$ cat src/rtl/ssc_sequencer.sv
// Round-robin command sequencer that shares one loadable counter among NREQ requesters.
// A granted command either loads the counter (jump) or advances it N times (burst).
module ssc_sequencer #(
  parameter int NREQ = 3,
  parameter int W    = 6
) (
  input  logic                    clk,
  input  logic                    rst,
  input  logic [NREQ-1:0]         req_valid,
  output logic [NREQ-1:0]         req_ready,
  input  logic [NREQ-1:0]         req_op,
  input  logic [NREQ*W-1:0]       req_arg,
  input  logic                    halt,
  input  logic [W-1:0]            cnt_q,
  output logic                    cnt_adv,
  output logic                    cnt_jmp,
  output logic [W-1:0]            cnt_in,
  output logic                    busy,
  output logic                    done,
  output logic [$clog2(NREQ)-1:0] done_id,
  output logic [W-1:0]            done_val
);

  localparam int IDW = $clog2(NREQ);
  localparam logic [W-1:0] ONE_W = {{(W-1){1'b0}}, 1'b1};
  localparam logic [NREQ-1:0] ONE_N = {{(NREQ-1){1'b0}}, 1'b1};

  typedef enum logic [1:0] {
    ST_IDLE  = 2'd0,
    ST_JUMP  = 2'd1,
    ST_BURST = 2'd2,
    ST_DONE  = 2'd3
  } state_t;

  state_t         state_r, state_nx_s;
  logic [IDW-1:0] ptr_r, id_r, grant_id_s, cand_s;
  logic [W-1:0]   arg_r, rem_r, rem_nx_s, grant_arg_s;
  logic           grant_any_s, grant_op_s, accept_s;

  // Round-robin pick: scanning downward leaves the nearest valid requester above the pointer.
  always_comb begin
    grant_id_s = {IDW{1'b0}};
    cand_s     = {IDW{1'b0}};
    for (int k = NREQ; k >= 1; k--) begin
      cand_s     = IDW'((32'(ptr_r) + 32'(k)) % 32'(NREQ));
      grant_id_s = req_valid[cand_s] ? cand_s : grant_id_s;
    end
  end

  // Select the grantee's op and argument.
  always_comb begin
    grant_op_s  = 1'b0;
    grant_arg_s = {W{1'b0}};
    for (int i = 0; i < NREQ; i++) begin
      grant_op_s  = (grant_id_s == IDW'(i)) ? req_op[i] : grant_op_s;
      grant_arg_s = (grant_id_s == IDW'(i)) ? req_arg[i*W +: W] : grant_arg_s;
    end
  end

  assign grant_any_s = |req_valid;
  assign accept_s    = (state_r == ST_IDLE) && grant_any_s;
  assign req_ready   = (accept_s && !rst) ? (ONE_N << grant_id_s) : {NREQ{1'b0}};

  // Next-state and counter strobe decode.
  always_comb begin
    state_nx_s = state_r;
    rem_nx_s   = rem_r;
    cnt_adv    = 1'b0;
    cnt_jmp    = 1'b0;
    cnt_in     = {W{1'b0}};
    busy       = 1'b1;
    done       = 1'b0;
    done_id    = {IDW{1'b0}};
    done_val   = {W{1'b0}};
    case (state_r)
      ST_IDLE: begin
        busy = 1'b0;
        if (accept_s) begin
          rem_nx_s = grant_arg_s;
          if (grant_op_s) begin
            state_nx_s = ST_JUMP;
          end else if (grant_arg_s != {W{1'b0}}) begin
            state_nx_s = ST_BURST;
          end else begin
            state_nx_s = ST_DONE;
          end
        end else begin
          state_nx_s = ST_IDLE;
        end
      end
      ST_JUMP: begin
        cnt_jmp    = 1'b1;
        cnt_in     = arg_r;
        state_nx_s = ST_DONE;
      end
      ST_BURST: begin
        cnt_adv = !halt;
        if (!halt) begin
          rem_nx_s   = rem_r - ONE_W;
          state_nx_s = (rem_r == ONE_W) ? ST_DONE : ST_BURST;
        end else begin
          state_nx_s = ST_BURST;
        end
      end
      ST_DONE: begin
        done       = 1'b1;
        done_id    = id_r;
        done_val   = cnt_q;
        state_nx_s = ST_IDLE;
      end
      default: begin
        state_nx_s = ST_IDLE;
      end
    endcase
  end

  // State, round-robin pointer and latched command.
  always_ff @(posedge clk or posedge rst) begin
    if (rst) begin
      state_r <= ST_IDLE;
      ptr_r   <= IDW'(NREQ - 1);
      id_r    <= {IDW{1'b0}};
      arg_r   <= {W{1'b0}};
      rem_r   <= {W{1'b0}};
    end else begin
      state_r <= state_nx_s;
      rem_r   <= rem_nx_s;
      if (accept_s) begin
        ptr_r <= grant_id_s;
        id_r  <= grant_id_s;
        arg_r <= grant_arg_s;
      end
    end
  end

endmodule

$ cat config.mk
export PLATFORM = sky130hd
export DESIGN_NAME = ssc_sequencer
export DESIGN_NICKNAME = d
export VERILOG_FILES = /design/src/rtl/ssc_sequencer.sv
export SDC_FILE = /design/constraint.sdc
export NUM_CORES = 1
export LEC_CHECK = 0
export CAP_MARGIN = 10
export CORE_MARGIN = 1.5
export CORE_UTILIZATION = 47
export CTS_CLUSTER_DIAMETER = 100
export DETAILED_ROUTE_END_ITERATION = 16
export HOLD_SLACK_MARGIN = 0.12
export PLACE_DENSITY = 0.93
export SLEW_MARGIN = 20
export SYNTH_ARGS = -nofsm -noshare
export SYNTH_HDL_FRONTEND = slang
export SYNTH_SLANG_ARGS = --single-unit
$ cat constraint.sdc
create_clock -name clk -period 4.7 [get_ports clk]
set_clock_uncertainty 0.05 [all_clocks]
set_input_delay 1.175 -clock clk [delete_from_list [all_inputs] [get_ports clk]]
set_output_delay 1.175 -clock clk [all_outputs]
set_load 0.02 [all_outputs]
==> metrics.md, run 1 <==
| Metric | Value |
|---|---|
| Worst stage delay on the critical path | `about 0.68 ns` |
| All-Layer GR Usage | `between 20% and 30%` |
| Register area share after synthesis | `31.2%` |
| Netlist Area Pre-Place | `1370 um2` |
| Core area | `between 2000 and 3000 um2` |
| Combinational Power Share | `between 60 and 70%` |
| Status | `completed` |
| RSZ-0062 raised after global routing | `false` |
| Reg-to-reg endpoint | `state_r[0]$_DFF_PP0_` |
| Worst setup EP type | `output port` |
| Critical path type | `input pin to output port` |
| Worst-path cell chain | `clkdlybuf4s50_1 -> nand2_1 -> a41oi_1 -> o32ai_4 -> nor4_1 -> clkdlybuf4s50_1` |
| Critical path peak fanout | `4` |
| Peak Freq | `about 220 MHz` |
| Clock power share | `around 7%` |
| Vias in the first global route | `around 1,400` |
| Post-CTS sizing | `0` |
| First-pass GRT wire length | `6.20 mm` |
| P_leak | `about 0.83 nW` |
| Max Transition Viols Final | `0` |
| Post-CTS Setup Bufs | `0` |
| Commonest cells after routing, fill and taps aside | `clkdlybuf4s50_1, nand2_1, dfrtp_1` |
| CP max-delay cell | `clkdlybuf4s50_1` |
| Switching portion of total power | `between 40 and 50%` |
| Vias per cell | `5.55` |
| Worst path arrival time | `roughly 3.3 ns` |
| Final WL | `around 3.6 mm` |
| Setup TNS | `0 ns` |
| Seq pwr share | `about a quarter` |
| Area growth from synthesis to layout | `43.4%` |
| Synth Instances | `around 160` |
| Cts hold-fix bufs | `0` |
| Tmin final | `approximately 4.5 ns` |
| Yosys Warn Count | `0` |
| Hold Startpoint | `arg_r[0]$_DFFE_PP0P_` |
| Vias | `1,371` |
| Post-DRT Antenna Nets | `0` |
| DR WL/cell | `14.6 um` |
| Syn_nets | `204` |
| Final critical-path share of the clock period | `96.4%` |
| Clock Path Buffers | `2` |
| 1st-pass router iterations | `4` |
| Worst Setup Start Kind | `input pin` |
| Worst VDD drop | `between 400 and 500 uV` |
| N_diodes | `0` |
| Reg-to-reg slack, setup | `approximately 1.5 ns` |
| CTS clk-pin slew, worst paths | `about 0.10 ns` |
| Die area | `about 3200 um2` |
| Max transition margin | `roughly 45%` |
| Cell variety after synth | `38` |
| Drc violations | `0` |
| Hold WS | `approximately 0.45 ns` |
| TritonCTS clock tree | `yes` |
| Hold crit path type | `flop to flop` |
| Clock buffer count from CTS | `3` |
| Worst path most repeated cell | `clkdlybuf4s50_1` |
| Die Y | `57.0 um` |
| Initial antenna violation count | `0` |
| Max-cap violations | `0` |
| Power per Cell Area | `approximately 600 nW/um2` |
| Final setup viols | `0` |
| First DRT Iteration DRCs | `26` |
| Net switching power | `around 0.55 mW` |
| Largest net degree at the start of global routing | `20` |
| Syn Area/Cell | `about 8.5 um2` |
| WHS Endpoint | `arg_r[0]$_DFFE_PP0P_` |
| Fin nets | `260` |
| Reg2Reg Launch Point | `ptr_r[1]$_DFFE_PP1P_` |
| FF-to-FF path depth | `9` |
| GPL Wtd Cong | `0.916` |
| Power Total | `1.17 mW` |
| Clk Latency, worst-skew pair | `roughly 0.30 ns` |
| Die W | `around 57 um` |
| H-tree Lvls | `1` |
| Root buf cell | `clkbuf_4` |
| # rows | `19` |
| Int Pwr | `slightly above 0.6 mW` |
| WP data required | `around 3.5 ns` |
| IO Pins | `54` |
| Fin. Hold Viols | `0` |
| Total gr overflow | `0` |
| Commonest non-fill, non-tap cell in the layout | `clkdlybuf4s50_1` |
| Crit-path leading delay family | `buffers and inverters` |
| Initial Utilization | `between 40% and 50%` |
| Layout cells sized above 1 | `under 10%` |
| Hpwl dp | `between 2 and 3 mm` |
| PortBufs | `between 50 and 60` |
| Worst hold stages | `2` |
| Buffer and inverter count on the worst path | `2` |
| Worst-Margin Slew | `between 0.8 and 0.9 ns` |
| Number of clock sinks | `17` |
| FF+latch count, synth | `17` |
[cell type report]
class                      instances  area, um2
inverter                          15       56.3
tap                               31       38.8
clock buffer                       4       26.3
timing repair buffer              57        561
sequential                        17        427
multi-input combinational        123        855
fill                             213        795
[synth_stat cells (all sizes together)]
cell / number / share of area (%)
nand2: 19 / 5.2
dfrtp: 16 / 29
inv: 15 / 4.1
o21ai: 15 / 5.5
and2: 14 / 6.4
a21oi: 12 / 4.7
ha: 10 / 9.1
nor2: 7 / 1.9
mux2i: 6 / 4.7
mux2: 5 / 4.1
nand2b: 5 / 2.8
clkbuf: 4 / 1.1
nand3: 4 / 1.5
nor2b: 3 / 1.4
nor3: 3 / 1.1
a22o: 2 / 1.3
a41oi: 2 / 1.3
and3: 2 / 0.91
buf: 2 / 1.2
o221ai: 2 / 1.3
a211o: 1 / 0.64
a21boi: 1 / 0.82
a31oi: 1 / 0.46
dfstp: 1 / 1.9
nand4: 1 / 0.46
nor4: 1 / 0.46
o21a: 1 / 0.55
o22ai: 1 / 0.91
o2bb2ai: 1 / 0.64
o32ai: 1 / 2.0
o41ai: 1 / 1.2
or3: 1 / 0.46
or4b: 1 / 0.73
[cells by family (layout without fill, tap and decap cells)]
logic type | after synthesis | after routing | share of synthesized area [%]
AND/OR/NAND/NOR | 61 | 61 | 23.3
AO/OA/AOI/OAI | 41 | 41 | 21.2
buffers and inverters | 21 | 76 | 6.40
flip-flops | 17 | 17 | 31.2
multiplexers | 11 | 11 | 8.77
adder cells (fa/ha/maj) | 10 | 10 | 9.14
[state kept, by name (all words and copies together) (netlist names)]
name,flops
arg_r,6
id_r,1
state_r,2
rem_r,6
ptr_r,2
[power by group through the flow]
stage	clock (mW)	combinational (mW)	sequential (mW)
floorplan	0	0.586	0.267
global placement	0	0.784	0.277
detailed placement	0	0.808	0.282
CTS	0.0841	0.811	0.279
global route	0.0899	0.893	0.290
finish	0.0832	0.811	0.279
[how the worst max path moves through the flow]
stage | slack, ns | cells after the start | end | startpoint
2_1_floorplan | 0.91 | 5 | req_ready[0] | req_valid[1]
3_3_place_gp | 0.28 | 6 | req_ready[0] | req_valid[1]
3_5_place_dp | 0.18 | 6 | req_ready[0] | req_valid[1]
4_1_cts | 0.18 | 6 | req_ready[0] | req_valid[1]
5_1_grt | 0.01 | 6 | req_ready[0] | req_valid[1]
6_report | 0.17 | 6 | req_ready[0] | req_valid[1]
[per-layer routing]
layer / part of all wire, % / global-route usage, % / wire length [um] / up-vias
met1: 42 / 31.4 / 1530 / 641
met5: 0 / 0 / 0 / -
met3: 6.0 / 3.17 / 215 / 10
li1: - / - / - / 669
met2: 50 / 42.2 / 1790 / 51
met4: 1.8 / 7.64 / 65 / 0
[stage by stage]
| stage | cells | util (%) | worst slack, ns | instance area, um2 |
|---|---|---|---|---|
| final | 247 | 71.2 | 0.169 | 1960 |
| after global routing | 247 | 71.2 | 0.00992 | 1960 |
| after CTS | 247 | 71.2 | 0.176 | 1960 |
| after detailed placement | 243 | 70.2 | 0.180 | 1940 |
| after global placement | 243 | 70.2 | 0.282 | 1940 |
| after floorplan | 161 | - | 0.913 | 1370 |
[worst register-to-register path, cell delays in order, from the launching register on]
cell	delay, ns
dfstp_2	0.56
inv_1	0.07
ha_1	0.38
a211o_1	0.27
o22ai_2	0.17
buf_4	0.24
mux2_2	0.35
mux2i_1	0.27
or4b_1	0.50
o41ai_2	0.22
Note: power is estimated with default switching activity, not from simulation.
==> inputs of run 2 (changes only) <==
--- a/config.mk
+++ b/config.mk
@@ -10,8 +10,10 @@
 export CORE_UTILIZATION = 47
 export CTS_CLUSTER_DIAMETER = 100
 export DETAILED_ROUTE_END_ITERATION = 16
+export GPL_TIMING_DRIVEN = 0
 export HOLD_SLACK_MARGIN = 0.12
 export PLACE_DENSITY = 0.93
+export SKIP_LAST_GASP = 1
 export SLEW_MARGIN = 20
 export SYNTH_ARGS = -nofsm -noshare
 export SYNTH_HDL_FRONTEND = slang
==> metrics.md, run 2 (synthesis gave the netlist of run 1 again) <==
| Metric | Value |
|---|---|
| Status | `completed` |
| Commonest cells after routing, fill and taps aside | `clkdlybuf4s50_1, nand2_1, dfrtp_1` |
| Area growth from synthesis to layout | `45.3%` |
| Worst VDD drop | `395 uV (-3.5%)` |
| # rows | `19 (unchanged)` |
| First DRT Iteration DRCs | `42 (+62%)` |
| Hold crit path type | `flop to flop` |
| FILL cells | `217 (+1.9%)` |
| Largest net degree at the start of global routing | `20 (unchanged)` |
| Reg-to-reg endpoint | `state_r[0]$_DFF_PP0_` |
| Worst path most repeated cell | `clkdlybuf4s50_1` |
| TritonCTS clock tree | `yes` |
| Final worst setup slack | `0.0835 ns (-0.0860 ns)` |
| Post-DRT Antenna Nets | `0 (unchanged)` |
| Total gr overflow | `0 (unchanged)` |
| N_diodes | `0 (unchanged)` |
| Reg2Reg Launch Point | `ptr_r[1]$_DFFE_PP1P_` |
| Clock Path Buffers | `2 (unchanged)` |
| Vias in the first global route | `1,317 (-4.1%)` |
| Hpwl dp | `2.84 mm (-0.97%)` |
| Crit-path leading delay family | `buffers and inverters` |
| Fin nets | `265 (+1.9%)` |
| Pre-CTS setup slack | `0.0119 ns (-0.168 ns)` |
| Core area | `2760 um2 (unchanged)` |
| Reg-to-reg slack, setup | `1.73 ns (+0.21 ns)` |
| Worst Setup Start Kind | `input pin` |
| CTS clk-pin slew, worst paths | `0.10 ns (about the same)` |
| GPL Wtd Cong | `0.843 (-8.0%)` |
| Tmin final | `4.62 ns (+0.0860 ns)` |
| Drc violations | `0 (unchanged)` |
| Vias per cell | `5.53 (-0.34%)` |
| Die W | `57.0 um (unchanged)` |
| All-Layer GR Usage | `23.6% (-0.65 points)` |
| Clock buffer count from CTS | `3 (unchanged)` |
| Largest registers | `arg_r: 6 flops, rem_r: 6 flops` |
| Worst-Margin Slew | `0.706 ns (-0.125 ns)` |
| FF-to-FF path depth | `9 (unchanged)` |
| Hold Startpoint | `arg_r[0]$_DFFE_PP0P_` |
| Max transition margin | `52.9% (+8.3 points)` |
| IO Pins | `54 (unchanged)` |
| Number of clock sinks | `17 (unchanged)` |
| Root buf cell | `clkbuf_4` |
| Worst-path cell chain | `clkdlybuf4s50_1 -> nand2_1 -> a31oi_1 -> o32ai_4 -> buf_2 -> and3_1 -> clkdlybuf4s50_1` |
| Die Y | `57.0 um (unchanged)` |
| Critical path peak fanout | `10 (+6)` |
| Final setup viols | `0 (unchanged)` |
| Layout cells sized above 1 | `9.50% (+0.24 points)` |
| Worst path arrival time | `3.39 ns (+0.08 ns)` |
| Final critical-path share of the clock period | `98.2% (+1.8 points)` |
| WP data required | `3.47 ns (about the same)` |
| DR WL/cell | `14.5 um (-0.68%)` |
| Clk Latency, worst-skew pair | `0.30 ns (about the same)` |
| Max Transition Viols Final | `0 (unchanged)` |
| H-tree Lvls | `1 (unchanged)` |
| Power per Cell Area | `606 nW/um2 (+1.4%)` |
| PortBufs | `53 (unchanged)` |
| Initial Utilization | `49.6% (unchanged)` |
| Vias | `1,394 (+1.7%)` |
| Critical path type | `input pin to output port` |
| Die area | `3250 um2 (unchanged)` |
| Worst hold stages | `2 (unchanged)` |
| Worst setup EP type | `output port` |
| Commonest non-fill, non-tap cell in the layout | `clkdlybuf4s50_1` |
| Buffer and inverter count on the worst path | `3 (+1)` |
| Fin. Hold Viols | `0 (unchanged)` |
| WHS Endpoint | `arg_r[0]$_DFFE_PP0P_` |
| 1st-pass router iterations | `4 (unchanged)` |
| Worst stage delay on the critical path | `0.61 ns (-0.07 ns)` |
| First-pass GRT wire length | `6.00 mm (-3.2%)` |
| Peak Freq | `217 MHz (-1.9%)` |
| Initial antenna violation count | `0 (unchanged)` |
| Final WL | `3.64 mm (+1.3%)` |
| P_leak | `0.860 nW (+3.4%)` |
| Max-cap violations | `0 (unchanged)` |
| CP max-delay cell | `clkdlybuf4s50_1` |
| Setup TNS | `0 ns (unchanged)` |
| Finished Core Util | `72.1% (+0.95 points)` |
run 2: cell count changes in the layout (fill, tap and decap cells not counted), sizes merged:
| cell | change |
|---|---|
| dlymetal6s2s | +1 |
| buf | +1 |
| clkbuf | +4 |
| clkdlybuf4s50 | -1 |
run 2: timing repair:
action / CTS / global route
resized for setup: 0 / 1
endpoints found under the setup margin: 0 / 2
setup buffers: 0 / 3
hold buffers: 0 / 0
run 2: routing by layer:
layer	global-route usage, %	vias to the layer above	wire (um)
met5	0	-	0
met4	8.97	0	69
met3	2.95	8	207
met2	40.6	59	1790
met1	30.5	644	1580
li1	-	683	-
run 2: how the worst max path moves through the flow:
stage | start | to | slack, ns | depth (start not counted)
6_report | req_valid[1] | req_ready[2] | 0.08 | 7
4_1_cts | req_valid[0] | req_ready[0] | 0.006 | 7
3_5_place_dp | req_valid[0] | req_ready[0] | 0.01 | 7
3_3_place_gp | req_valid[1] | req_ready[0] | 0.07 | 7
5_1_grt | req_valid[1] | req_ready[2] | -0.01 | 7
2_1_floorplan | req_valid[1] | req_ready[0] | 0.91 | 5
run 2: layout make-up:
class | instances | area (um2) | share of cell area, %
buffer | 6 | 31.3 | 1.57
clock buffer | 4 | 26.3 | 1.32
inverter | 15 | 56.3 | 2.83
multi-input combinational | 123 | 855 | 43.0
sequential | 17 | 427 | 21.4
tap | 31 | 38.8 | 1.95
timing repair buffer | 56 | 556 | 27.9
run 2: through the flow:
stage	cell area [um2]	std cells	hold slack [ns]	power, mW
global route	1990	252	0.469	1.30
global placement	1940	245	0.404	1.06
CTS	1960	249	0.456	1.18
detailed placement	1940	245	0.433	1.10
floorplan	1370	161	0.392	0.853
finish	1990	252	0.443	1.21
run 2: where the power goes:
group	internal (mW)	total, mW	switching [mW]
clock	0.0331	0.0798	0.0467
sequential	0.227	0.281	0.0544
combinational	0.380	0.845	0.464
run 2: worst reg2reg max path, delay by kind of cell, from the launching register on:
family	cells	cell delay [ns]
AO/OA/AOI/OAI	3	0.81
adder cells (fa/ha/maj)	1	0.21
buffers and inverters	2	0.25
flip-flops	1	0.56
multiplexers	1	0.31
AND/OR/NAND/NOR	2	0.68
==> inputs of run 3 (changes only) <==
--- a/config.mk
+++ b/config.mk
@@ -18,3 +18,4 @@
 export SYNTH_ARGS = -nofsm -noshare
 export SYNTH_HDL_FRONTEND = slang
 export SYNTH_SLANG_ARGS = --single-unit
+export TNS_END_PERCENT = 5
==> metrics.md, run 3 (synthesis gave the netlist of run 1 again) <==
| Metric | Value |
|---|---|
| Status | `completed` |
| Vias | `1,379 (-1.1%)` |
| Int Pwr | `0.624 mW (-2.5%)` |
| RSZ-0062 raised after global routing | `true` |
| # rows | `19 (unchanged)` |
| First-pass GRT wire length | `6.00 mm (unchanged)` |
| Die Y | `57.0 um (unchanged)` |
| Max-cap violations | `0 (unchanged)` |
| Worst setup EP type | `output port` |
| Worst hold stages | `2 (unchanged)` |
| Hpwl dp | `2.84 mm (unchanged)` |
| CTS clk-pin slew, worst paths | `0.10 ns (about the same)` |
| IO Pins | `54 (unchanged)` |
| Hold crit path type | `flop to flop` |
| Clock Path Buffers | `2 (unchanged)` |
| Clock power share | `6.9% (+0.3 points)` |
| Die area | `3250 um2 (unchanged)` |
| Clk Latency, worst-skew pair | `0.30 ns (about the same)` |
| Vias in the first global route | `1,317 (unchanged)` |
| Post-DRT Antenna Nets | `0 (unchanged)` |
| Initial Utilization | `49.6% (unchanged)` |
| Peak Freq | `215 MHz (-0.65%)` |
| H-tree Lvls | `1 (unchanged)` |
| GPL Wtd Cong | `0.843 (unchanged)` |
| WP data required | `3.47 ns (about the same)` |
| Final WL | `3.57 mm (-2.0%)` |
| Tmin final | `4.65 ns (+0.0304 ns)` |
| Number of clock sinks | `17 (unchanged)` |
| All-Layer GR Usage | `23.6% (unchanged)` |
| Net switching power | `0.559 mW (-1.2%)` |
| Seq pwr share | `23.7% (+0.4 points)` |
| Setup TNS | `0 ns (unchanged)` |
| Commonest non-fill, non-tap cell in the layout | `clkdlybuf4s50_1` |
| Die W | `57.0 um (unchanged)` |
| 1st-pass router iterations | `4 (unchanged)` |
| Commonest cells after routing, fill and taps aside | `clkdlybuf4s50_1, nand2_1, dfrtp_1` |
| Drc violations | `0 (unchanged)` |
| Max transition margin | `53.2% (+0.31 points)` |
| First DRT Iteration DRCs | `21 (-50%)` |
| Layout cells sized above 1 | `8.26% (-1.2 points)` |
| TritonCTS clock tree | `yes` |
| Worst Setup Start Kind | `input pin` |
| Largest net degree at the start of global routing | `20 (unchanged)` |
| Final setup viols | `0 (unchanged)` |
| Total gr overflow | `0 (unchanged)` |
| Critical path peak fanout | `10 (unchanged)` |
| Fin. Hold Viols | `0 (unchanged)` |
| FF-to-FF path depth | `8 (-1)` |
| Fin nets | `262 (-1.1%)` |
| N_diodes | `0 (unchanged)` |
| Combinational Power Share | `69.4% (-0.7 points)` |
| P_leak | `0.844 nW (-1.8%)` |
| Critical path type | `input pin to output port` |
| Max Transition Viols Final | `0 (unchanged)` |
| Core area | `2760 um2 (unchanged)` |
| Post-Layout Inst Area | `1970 um2 (-1.1%)` |
| Vias per cell | `5.54 (+0.12%)` |
| Pre-CTS setup slack | `0.0119 ns (unchanged)` |
| Final worst setup slack | `0.0531 ns (-0.0304 ns)` |
| Reg-to-reg slack, setup | `1.78 ns (+0.05 ns)` |
| PortBufs | `53 (unchanged)` |
| DR WL/cell | `14.3 um (-0.85%)` |
| Clock buffer count from CTS | `3 (unchanged)` |
| Final critical-path share of the clock period | `98.9% (+0.65 points)` |
| Root buf cell | `clkbuf_4` |
| Worst VDD drop | `393 uV (-0.69%)` |
| Worst path arrival time | `3.42 ns (+0.03 ns)` |
| Largest registers | `arg_r: 6 flops, rem_r: 6 flops` |
| Initial antenna violation count | `0 (unchanged)` |
| Post-DP Area | `1940 um2 (unchanged)` |
| Worst-Margin Slew | `0.702 ns (-0.00465 ns)` |
| Area growth from synthesis to layout | `43.7%` |
| Post-CTS Setup Bufs | `0 (unchanged)` |
| Switching portion of total power | `47.2% (+0.34 points)` |
| Power per Cell Area | `601 nW/um2 (-0.79%)` |
## run 3: changes by cell type in the layout (fill, tap and decap cells not counted), sizes merged
cell and change:
buf -3
## run 3: final cells by class
class                   instances  area, um2
multi-input cells             123        855
fillers                       222        791
repair buffers                 53        533
flip-flops and latches         17        427
inverters                      15       56.3
well taps                      31       38.8
plain buffers                   6       31.3
clock buffers                   4       26.3
## run 3: layer usage
| metal | share of wire (%) | GRT usage [%] |
|---|---|---|
| met5 | 0 | 0 |
| met2 | 49 | 40.6 |
| met4 | 1.9 | 8.97 |
| met1 | 44 | 30.5 |
| met3 | 5.2 | 2.95 |
## run 3: per-stage QoR
stage          total power, mW  utilization (%)  hold WS, ns  cells
6_report                  1.18             71.3        0.443    249
4_1_cts                   1.18             71.2        0.456    249
5_1_grt                   1.28             71.3        0.469    249
3_5_place_dp              1.10             70.3        0.433    245
3_3_place_gp              1.06             70.3        0.404    245
2_1_floorplan            0.853                -        0.392    161
## run 3: power groups by stage
stage / sequential [mW] / clock (mW) / combinational (mW)
final: 0.281 / 0.0813 / 0.821
after global routing: 0.291 / 0.0904 / 0.900
after CTS: 0.280 / 0.0819 / 0.821
after detailed placement: 0.283 / 0 / 0.815
after global placement: 0.278 / 0 / 0.785
after floorplan: 0.267 / 0 / 0.586
## run 3: timing repair
item	4_1_cts	5_1_grt
hold endpoints to repair	0	0
hold buffers	0	0
endpoints found under the setup margin	0	2
gates resized for setup	0	1
## run 3: critical path: stages
cell	delay (ns)
clkdlybuf4s50_1	0.60
inv_1	0.12
o32ai_4	0.44
buf_2	0.30
and3_1	0.17
clkdlybuf4s50_1	0.61
## run 3: final timing paths
| kind | endpoint | start |
|---|---|---|
| min | arg_r[0]$_DFFE_PP0P_ | arg_r[0]$_DFFE_PP0P_ |
| min in group asynchronous | arg_r[0]$_DFFE_PP0P_ | rst |
| min reg2reg | arg_r[0]$_DFFE_PP0P_ | arg_r[0]$_DFFE_PP0P_ |
| max in group asynchronous | arg_r[3]$_DFFE_PP0P_ | rst |
| max | req_ready[2] | req_valid[2] |
| max reg2reg | state_r[0]$_DFF_PP0_ | ptr_r[1]$_DFFE_PP1P_ |
